### src/rtl/sadder_pkg.sv
// Shared definitions for the bit-serial adder sequencer: FSM state encoding and width limits.
package sadder_pkg;

    typedef enum logic [1:0] {
        IDLE  = 2'd0,
        CLR   = 2'd1,
        SHIFT = 2'd2,
        DONE  = 2'd3
    } state_t;

    localparam int N_MIN = 2;
    localparam int N_MAX = 32;

    function automatic bit n_in_range(input int n);
        return (n >= N_MIN) && (n <= N_MAX);
    endfunction

endpackage

### src/rtl/shreg_n.sv
// N-bit shift register: parallel load (priority) or shift right with serial-in at the MSB.
module shreg_n #(
    parameter int N = 4
) (
    input  logic         clk,
    input  logic         rst,
    input  logic         load,
    input  logic [N-1:0] load_dat,
    input  logic         shift,
    input  logic         sin,
    output logic [N-1:0] q
);

    always_ff @(posedge clk or posedge rst) begin
        if (rst) begin
            q <= '0;
        end else if (load) begin
            q <= load_dat;
        end else if (shift) begin
            q <= {sin, q[N-1:1]};
        end
    end

endmodule

### src/rtl/sadder_seq.sv
// Sequencer around a bit-serial adder: loads two N-bit operands, streams them LSB-first,
// and gathers the serial sum plus final carry into a held parallel result.
module sadder_seq
    import sadder_pkg::*;
#(
    parameter int N = 4
) (
    input  logic         clk,
    input  logic         rst,
    input  logic         start,
    input  logic [N-1:0] a,
    input  logic [N-1:0] b,
    output logic         ready,
    output logic         done,
    output logic [N-1:0] sum,
    output logic         cout,
    output logic         ser_a,
    output logic         ser_b,
    output logic         ser_en,
    output logic         ser_clr,
    input  logic         ser_sum,
    input  logic         ser_cout
);

    localparam int            CW   = $clog2(N);
    localparam logic [CW-1:0] LAST = CW'(N - 1);

    if (!n_in_range(N)) begin : g_bad_n
        $error("sadder_seq: N must be within 2..32");
    end

    state_t         state;
    logic [CW-1:0]  cnt;
    logic [N-1:0]   a_sr;
    logic [N-1:0]   b_sr;
    logic [N-1:0]   sum_sr;
    logic           accept;
    logic           shifting;
    logic           unused_sum_lsb;

    assign accept   = (state == IDLE) && start;
    assign shifting = (state == SHIFT);

    shreg_n #(.N(N)) u_a_sr (
        .clk      (clk),
        .rst      (rst),
        .load     (accept),
        .load_dat (a),
        .shift    (shifting),
        .sin      (1'b0),
        .q        (a_sr)
    );

    shreg_n #(.N(N)) u_b_sr (
        .clk      (clk),
        .rst      (rst),
        .load     (accept),
        .load_dat (b),
        .shift    (shifting),
        .sin      (1'b0),
        .q        (b_sr)
    );

    // Sum collector: after N shifts it holds the full result, so it needs no load.
    shreg_n #(.N(N)) u_sum_sr (
        .clk      (clk),
        .rst      (rst),
        .load     (1'b0),
        .load_dat ('0),
        .shift    (shifting),
        .sin      (ser_sum),
        .q        (sum_sr)
    );

    // The oldest collected bit falls off on the final shift and is never read.
    assign unused_sum_lsb = sum_sr[0];

    always_ff @(posedge clk or posedge rst) begin
        if (rst) begin
            state <= IDLE;
            cnt   <= '0;
            sum   <= '0;
            cout  <= 1'b0;
        end else begin
            case (state)
                IDLE: begin
                    if (start) begin
                        cnt   <= '0;
                        state <= CLR;
                    end
                end
                CLR: begin
                    state <= SHIFT;
                end
                SHIFT: begin
                    cnt <= cnt + 1'b1;
                    if (cnt == LAST) begin
                        sum   <= {ser_sum, sum_sr[N-1:1]};
                        cout  <= ser_cout;
                        state <= DONE;
                    end
                end
                DONE: begin
                    state <= IDLE;
                end
                default: begin
                    state <= IDLE;
                end
            endcase
        end
    end

    assign ready   = (state == IDLE);
    assign done    = (state == DONE);
    assign ser_en  = shifting;
    assign ser_clr = (state == CLR);
    assign ser_a   = shifting & a_sr[0];
    assign ser_b   = shifting & b_sr[0];

endmodule

### config.mk
export PLATFORM = sky130hd
export DESIGN_NAME = sadder_seq
export DESIGN_NICKNAME = d
export VERILOG_FILES = /design/src/rtl/sadder_pkg.sv /design/src/rtl/shreg_n.sv /design/src/rtl/sadder_seq.sv
export SDC_FILE = /design/constraint.sdc
export NUM_CORES = 1
export LEC_CHECK = 0
export ABC_AREA = 1
export CORE_ASPECT_RATIO = 1.25
export CORE_MARGIN = 2
export CORE_UTILIZATION = 51
export DETAILED_ROUTE_END_ITERATION = 10
export GPL_ROUTABILITY_DRIVEN = 0
export HOLD_SLACK_MARGIN = 0.1
export PLACE_DENSITY_LB_ADDON = 0.12
export SLEW_MARGIN = 20
export SYNTH_ARGS = -nofsm -noshare
export SYNTH_HDL_FRONTEND = slang
export SYNTH_SLANG_ARGS = --single-unit
### constraint.sdc
create_clock -name clk -period 2.7 [get_ports clk]
set_clock_uncertainty 0.2 [all_clocks]
set_input_delay 0.27 -clock clk [delete_from_list [all_inputs] [get_ports clk]]
set_output_delay 0.27 -clock clk [all_outputs]
set_load 0.01 [all_outputs]
==> report_table.html <==
<table>
<tr><th>Metric</th><th>Value</th></tr>
<tr><th colspan="2">Timing</th></tr>
<tr><td>Post-route fraction of the period consumed by the critical path</td><td>slightly below 90%</td></tr>
<tr><td>Final setup vio count</td><td>0</td></tr>
<tr><td>Hold Slack</td><td>199 ps</td></tr>
<tr><td>Final number of hold-violating endpoints</td><td>0</td></tr>
<tr><td>Highest attainable clock frequency</td><td>between 400 and 500 MHz</td></tr>
<tr><td>Tightest slew margin relative to the limit</td><td>48.9%</td></tr>
<tr><td>Worst Tran Pin Value</td><td>765 ps</td></tr>
<tr><td>Setup Total Neg Slack</td><td>0 ps</td></tr>
<tr><td>Number of max-slew violations in the final report</td><td>0</td></tr>
<tr><td>Final worst path period need</td><td>2380 ps</td></tr>
<tr><td>Unrepaired setup endpoints after global routing</td><td>no</td></tr>
<tr><th colspan="2">Power</th></tr>
<tr><td>Internal portion of total power</td><td>0.000792 W</td></tr>
<tr><td>Worst ir drop on vdd</td><td>0.564 mV</td></tr>
<tr><td>Leakage power total</td><td>about 0.64 nW</td></tr>
<tr><td>Switching power total</td><td>around 0.00052 W</td></tr>
<tr><td>Power density over the cells</td><td>between 1000 and 1500 mW/mm2</td></tr>
<tr><td>Share of total power in sequential cells</td><td>39.1%</td></tr>
<tr><td>Power share of the combinational group</td><td>50.3%</td></tr>
<tr><td>Switching portion of total power</td><td>39.6%</td></tr>
<tr><td>Share of total power in the clock network</td><td>10.6%</td></tr>
<tr><td>Post-route total power</td><td>0.00131 W</td></tr>
<tr><th colspan="2">Detailed routing</th></tr>
<tr><td>Starting DRT DRC Count</td><td>29</td></tr>
<tr><td>Wire per inst</td><td>~11 um</td></tr>
<tr><td>Detailed-route via count</td><td>794</td></tr>
<tr><td>Post-DR vias/cell</td><td>roughly 5.0</td></tr>
<tr><td>DRT antenna net count</td><td>0</td></tr>
<tr><td>Wire length after detailed routing</td><td>1.80 mm</td></tr>
<tr><td>Number of detailed-routing iterations run before antenna repair</td><td>4</td></tr>
<tr><td>Post-route DRC violation count</td><td>0</td></tr>
<tr><th colspan="2">CTS</th></tr>
<tr><td>H-tree level count</td><td>1</td></tr>
<tr><td>CTS tree</td><td>done</td></tr>
<tr><td>Clock root cell</td><td>sky130_fd_sc_hd__clkbuf_4</td></tr>
<tr><td>Clock buffer count from CTS</td><td>3</td></tr>
<tr><td>Clock slew at reported path FFs</td><td>~110 ps</td></tr>
<tr><td>Clk_lat worst skew</td><td>290 ps</td></tr>
<tr><td>Clock sink count</td><td>20</td></tr>
<tr><td>Buffer depth of the longest clock path</td><td>2</td></tr>
<tr><td>Hold Buf Count CTS</td><td>0</td></tr>
<tr><th colspan="2">Setup path</th></tr>
<tr><td>Kind of capture point of the worst setup path</td><td>primary output</td></tr>
<tr><td>Number of cells on the worst reg-to-reg path</td><td>6</td></tr>
<tr><td>Most frequent cell on the critical path</td><td>sky130_fd_sc_hd__inv_1</td></tr>
<tr><td>Worst path bufs/invs</td><td>3</td></tr>
<tr><td>Slowest stage cell on the critical path</td><td>sky130_fd_sc_hd__clkdlybuf4s50_1</td></tr>
<tr><td>Critical path, cell by cell</td><td>inv_1, ha_2, nand2_1, inv_1, clkdlybuf4s50_1</td></tr>
<tr><td>WS Path Type</td><td>reg -&gt; out</td></tr>
<tr><td>Crit path arrival time</td><td>1910 ps</td></tr>
<tr><td>Worst EP required</td><td>approximately 2200 ps</td></tr>
<tr><td>Maximum net fanout on the critical path</td><td>13</td></tr>
<tr><td>Largest stage delay, worst path</td><td>roughly 520 ps</td></tr>
<tr><td>Cell depth of the worst setup path</td><td>5</td></tr>
<tr><td>Startpoint type of the worst setup path</td><td>register</td></tr>
<tr><td>Cell class contributing the biggest share of worst-path delay</td><td>buffers and inverters</td></tr>
<tr><th colspan="2">Floorplan</th></tr>
<tr><td>Die Span X</td><td>between 40 and 50 um</td></tr>
<tr><td>I/O pin count</td><td>24</td></tr>
<tr><td>Y dimension of the die</td><td>53.3 um</td></tr>
<tr><td>CORE AREA</td><td>between 0.0015 and 0.002 mm2</td></tr>
<tr><td>Starting Density</td><td>54.9%</td></tr>
<tr><td>Total die area</td><td>0.00232 mm2</td></tr>
<tr><td>Number of standard-cell rows in the floorplan</td><td>17</td></tr>
<tr><th colspan="2">Synth</th></tr>
<tr><td>Synth Net Count</td><td>between 100 and 150</td></tr>
<tr><td>Post-synth design cell area</td><td>992 um2</td></tr>
<tr><td>Average cell area after synthesis</td><td>8.63 um2</td></tr>
<tr><td>Register area share after synthesis</td><td>50.4%</td></tr>
<tr><td>Number of distinct library cells after synthesis</td><td>13</td></tr>
<tr><td>Async set or reset register ratio after synthesis</td><td>100%</td></tr>
<tr><td>Number of storage elements in the synthesis netlist</td><td>20</td></tr>
<tr><td>Top cells by count, synth</td><td>35 x sky130_fd_sc_hd__nand2_1, 27 x sky130_fd_sc_hd__nand3_1, 20 x sky130_fd_sc_hd__dfrtp_1, 12 x sky130_fd_sc_hd__inv_1, 7 x sky130_fd_sc_hd__ha_1</td></tr>
<tr><td>Post-Syn Instances</td><td>around 120</td></tr>
<tr><td>Leading cell types by total area after synthesis</td><td>sky130_fd_sc_hd__dfrtp_1 50%, sky130_fd_sc_hd__nand3_1 14%, sky130_fd_sc_hd__nand2_1 13%, sky130_fd_sc_hd__ha_1 8.8%, sky130_fd_sc_hd__inv_1 4.5%</td></tr>
<tr><td>Share of the synthesized area in the top cell type</td><td>50.4%</td></tr>
<tr><td>Number of enable flip-flop cells after synthesis</td><td>0</td></tr>
<tr><td>Leading register cell type out of synthesis</td><td>sky130_fd_sc_hd__dfrtp_1</td></tr>
<tr><td>Most repeated cell in the gate-level netlist after synthesis</td><td>sky130_fd_sc_hd__nand2_1</td></tr>
<tr><td>Largest area contributor in the synthesized netlist</td><td>sky130_fd_sc_hd__dfrtp_1</td></tr>
<tr><td>Count of synthesis-stage warnings from yosys</td><td>0</td></tr>
<tr><th colspan="2">Min path</th></tr>
<tr><td>Kind of path behind the tightest hold check</td><td>in -&gt; async</td></tr>
<tr><th colspan="2">Status</th></tr>
<tr><td>Run status</td><td>completed</td></tr>
<tr><th colspan="2">Placed design</th></tr>
<tr><td>Port Buf Inserts</td><td>23</td></tr>
<tr><td>Detailed placement HPWL</td><td>1.30 mm</td></tr>
<tr><td>Placed cell count</td><td>155</td></tr>
<tr><th colspan="2">Global routing</th></tr>
<tr><td>Global Route Usage Sum</td><td>17.9%</td></tr>
<tr><td>Overall overflow remaining after global route</td><td>0</td></tr>
<tr><td>First-pass GRT wire length</td><td>3.04 mm</td></tr>
<tr><td>Vias in the first global route</td><td>734</td></tr>
<tr><td>Pin count of the biggest net entering global routing</td><td>21</td></tr>
<tr><td>Number of antenna violations at the first check in global routing</td><td>0</td></tr>
<tr><th colspan="2">Finish</th></tr>
<tr><td>Layout overhead on the synthesized area</td><td>25.9%</td></tr>
<tr><td>Antenna diodes</td><td>0</td></tr>
<tr><td>Number of non-filler instances in the completed layout</td><td>about 160</td></tr>
<tr><td>Number of nets in the layout</td><td>161</td></tr>
<tr><td>Fraction of final layout cells with drive strength greater than 1</td><td>6.47%</td></tr>
<tr><th colspan="2">Flow run</th></tr>
<tr><td>Max-cap violations</td><td>0</td></tr>
</table>
[flip-flops by register name (all words and copies together) (netlist names)]
signal and cells:
u_a_sr.q 4, cnt 2, u_b_sr.q 4, u_sum_sr.q 3, state 2, cout 1, sum 4
[power groups by stage]
stage          clock [W]  combinational [W]  sequential [W]
4_1_cts         0.000147           0.000663        0.000513
6_report        0.000139           0.000660        0.000513
5_1_grt         0.000155           0.000750        0.000531
3_3_place_gp           0           0.000641        0.000511
2_1_floorplan          0           0.000433        0.000519
3_5_place_dp           0           0.000659        0.000519
[through the flow]
stage / worst slack (ps) / cell area [um2] / utilization (%)
after CTS: 172 / 1250 / 68.9
after floorplan: 1160 / 992 / -
after detailed placement: 514 / 1220 / 67.7
after global placement: 554 / 1220 / 67.7
final: 324 / 1250 / 69.1
after global routing: 160 / 1250 / 69.1
[layout make-up]
type,count,area [um2]
multi-input cells,78,412
flip-flops and latches,20,500
inverters,14,52.6
clock buffers,3,22.5
well taps,19,23.8
fillers,149,559
repair buffers,24,238
[final timing paths]
check	to	slack, ps	from
max	ser_a	320	state[0]
min	u_b_sr.q[1]	200	rst
max reg2reg	u_b_sr.q[2]	980	state[0]
min reg2reg	sum[3]	280	sum[3]
max in group asynchronous	sum[3]	1620	rst
min in group clk	sum[3]	280	sum[3]
[metal layers]
| layer | GRT usage, % | up-vias | part of all wire [%] |
|---|---|---|---|
| met1 | 21.9 | 357 | 42 |
| met3 | 2.05 | 4 | 3.2 |
| met2 | 31.6 | 18 | 54 |
| li1 | - | 415 | - |
| met4 | 7.58 | 0 | 1.3 |
| met5 | 0 | - | 0 |
[timing repair]
item,4_1_cts,5_1_grt
gates resized for setup,0,1
endpoints found under the setup margin,0,1
setup buffers,0,0
[cells in the final DEF (no fill, tap or decap)]
cell,count
sky130_fd_sc_hd__o21ai_1,3
sky130_fd_sc_hd__inv_1,12
sky130_fd_sc_hd__inv_2,2
sky130_fd_sc_hd__nand2_1,35
sky130_fd_sc_hd__nand2_4,1
sky130_fd_sc_hd__nand3_1,27
sky130_fd_sc_hd__nand2_2,1
sky130_fd_sc_hd__ha_2,1
sky130_fd_sc_hd__clkbuf_4,3
sky130_fd_sc_hd__dfrtp_1,20
sky130_fd_sc_hd__o21ai_0,3
sky130_fd_sc_hd__clkdlybuf4s50_1,23
sky130_fd_sc_hd__ha_1,6
sky130_fd_sc_hd__nand3b_1,1
sky130_fd_sc_hd__buf_4,1
[cell families after synthesis]
kind of cell / count (synthesis) / synth area share [%]
AND/OR/NAND/NOR: 65 / 29.4
buffers and inverters: 17 / 8.32
AO/OA/AOI/OAI: 6 / 3.03
adder cells (fa/ha/maj): 7 / 8.83
flip-flops: 20 / 50.4
No activity file was read; power rests on OpenSTA's default activity.
==> edit: new RTL, same settings <==
`N` is set to 4 in 2 places; all go to 8.
--- a/src/rtl/shreg_n.sv
+++ b/src/rtl/shreg_n.sv
@@ -2,3 +2,3 @@
 module shreg_n #(
-    parameter int N = 4
+    parameter int N = 8
 ) (
--- a/src/rtl/sadder_seq.sv
+++ b/src/rtl/sadder_seq.sv
@@ -5,3 +5,3 @@
 #(
-    parameter int N = 4
+    parameter int N = 8
 ) (
Ports: changed (resized a, b and sum); port bits go from 24 to 36. No check against the original RTL was run, so the function may have changed too.
==> edit against the original RTL <==
- sequential share of layout area grew 3.7 points
- final area grew 69%
- fmax grew 10%
- combinational power grew 16%
- first-iteration DRC count grew 24%
- worst hold slack lost 7.5 ps
- setup slack gained 220 ps
- die area grew 64%
- sequential cell count grew 17
- routed wire length grew 67%
- total power grew 52%
- global-route usage is essentially flat
- area after synthesis grew 71%
==> edit: results (changes against the original RTL) <==
stage,metric,value,unit,change
layout,non-clk buf share,17.3,%,was 19.0%
clocking,CTS root buffer,clkbuf_8,,was clkbuf_4
drt,initial drt markers,36,,was 29
layout,share of layout cells above drive strength 1,5.33,%,was 6.47%
power,Sequential Power Share,42.7,%,was 39.1%
drt,final WL,3020,um,was 1800 um
layout,clk_buf instances,7,,was 3
synthesis,area fraction in compound gates after synthesis,4.13,%,was 3.03%
clocking,htree depth,2,,was 1
critical_path,worst path arrival time,1680,ps,was 1910 ps
layout,register area,926,um^2,was 500 um^2
power,maximum vdd drop,0.567,mV,was 0.564 mV
global_routing,wire length of the first global-routing pass,5290,um,was 3040 um
clocking,CTS buffer count,5,,was 3
synthesis,adder-cell share of the synthesized area,4.42,%,was 8.83%
critical_path,CP Max Fanout,4,,was 13
power,PwrDens,943,nW/um^2,was 1050 nW/um^2
layout,Multi-In Gates,127,,was 78
place,HPWL Detailed,2110,um,was 1300 um
status,status,finished clean,,unchanged
drt,vias per cell,5.05,,was 5.03
place,placed cell areas,2030,um^2,was 1220 um^2
global_routing,pin count of the biggest net entering global routing,38,,was 21
synthesis,Mapped Avg Cell Area,8.88,um^2,was 8.63 um^2
place,# port buffers,35,,was 23
power,Cell Int Power,1.26,mW,was 792 uW
power,Comb group,763,uW,was 660 uW
drt,drt wl/cell,11.5,um,was 11.4 um
synthesis,synth top area cells,"dfrtp_1 55%, nand3_1 15%, nand2_1 12%, ha_1 4.4%, o21ai_0 3.8%",,"was dfrtp_1 50%, nand3_1 14%, nand2_1 13%, ha_1 8.8%, inv_1 4.5%"
layout,Layout fillers,272,,was 149
synthesis,register area share after synthesis,54.6,%,was 50.4%
layout,Largest regs,"sum (8), u_a_sr.q (8), u_b_sr.q (8)",,"was sum (4), u_a_sr.q (4), u_b_sr.q (4)"
sta,WHS,192,ps,was 199 ps
power,total design power,1.99,mW,was 1.31 mW
layout,Seq cells,37,,was 20
sta,Max-slew headroom,69.3,%,was 48.9%
layout,inverters,17,,was 14
place,dpl ws,826,ps,was 514 ps
[edit: cell types whose count changed after synthesis, moves of 2 or more]
cell / before / now
inv_2: 2 / 0
buf_2: 0 / 4
o21ai_1: 3 / 1
nand2_1: 35 / 52
nand3_1: 27 / 52
inv_1: 12 / 15
inv_4: 0 / 2
buf_6: 2 / 4
dfrtp_1: 20 / 37
o21ai_0: 3 / 13
[edit: worst max path at each step]
stage | cells after the start | from | end | slack (ps)
detailed placement | 6 | state[0] | sum[6] | 830
floorplan | 6 | state[0] | ser_a | 1070
finish | 5 | state[0] | ser_a | 550
CTS | 5 | state[0] | ser_a | 520
global route | 5 | state[0] | ser_a | 410
global placement | 5 | state[0] | ser_a | 870
[edit: layer usage]
| layer | global-route usage, % | vias up | routed length [um] |
|---|---|---|---|
| met5 | 0 | - | 0 |
| met4 | 9.76 | 0 | 63 |
| met3 | 4.35 | 10 | 154 |
| met2 | 33.6 | 38 | 1500 |
| met1 | 18.5 | 588 | 1300 |
| li1 | - | 686 | - |
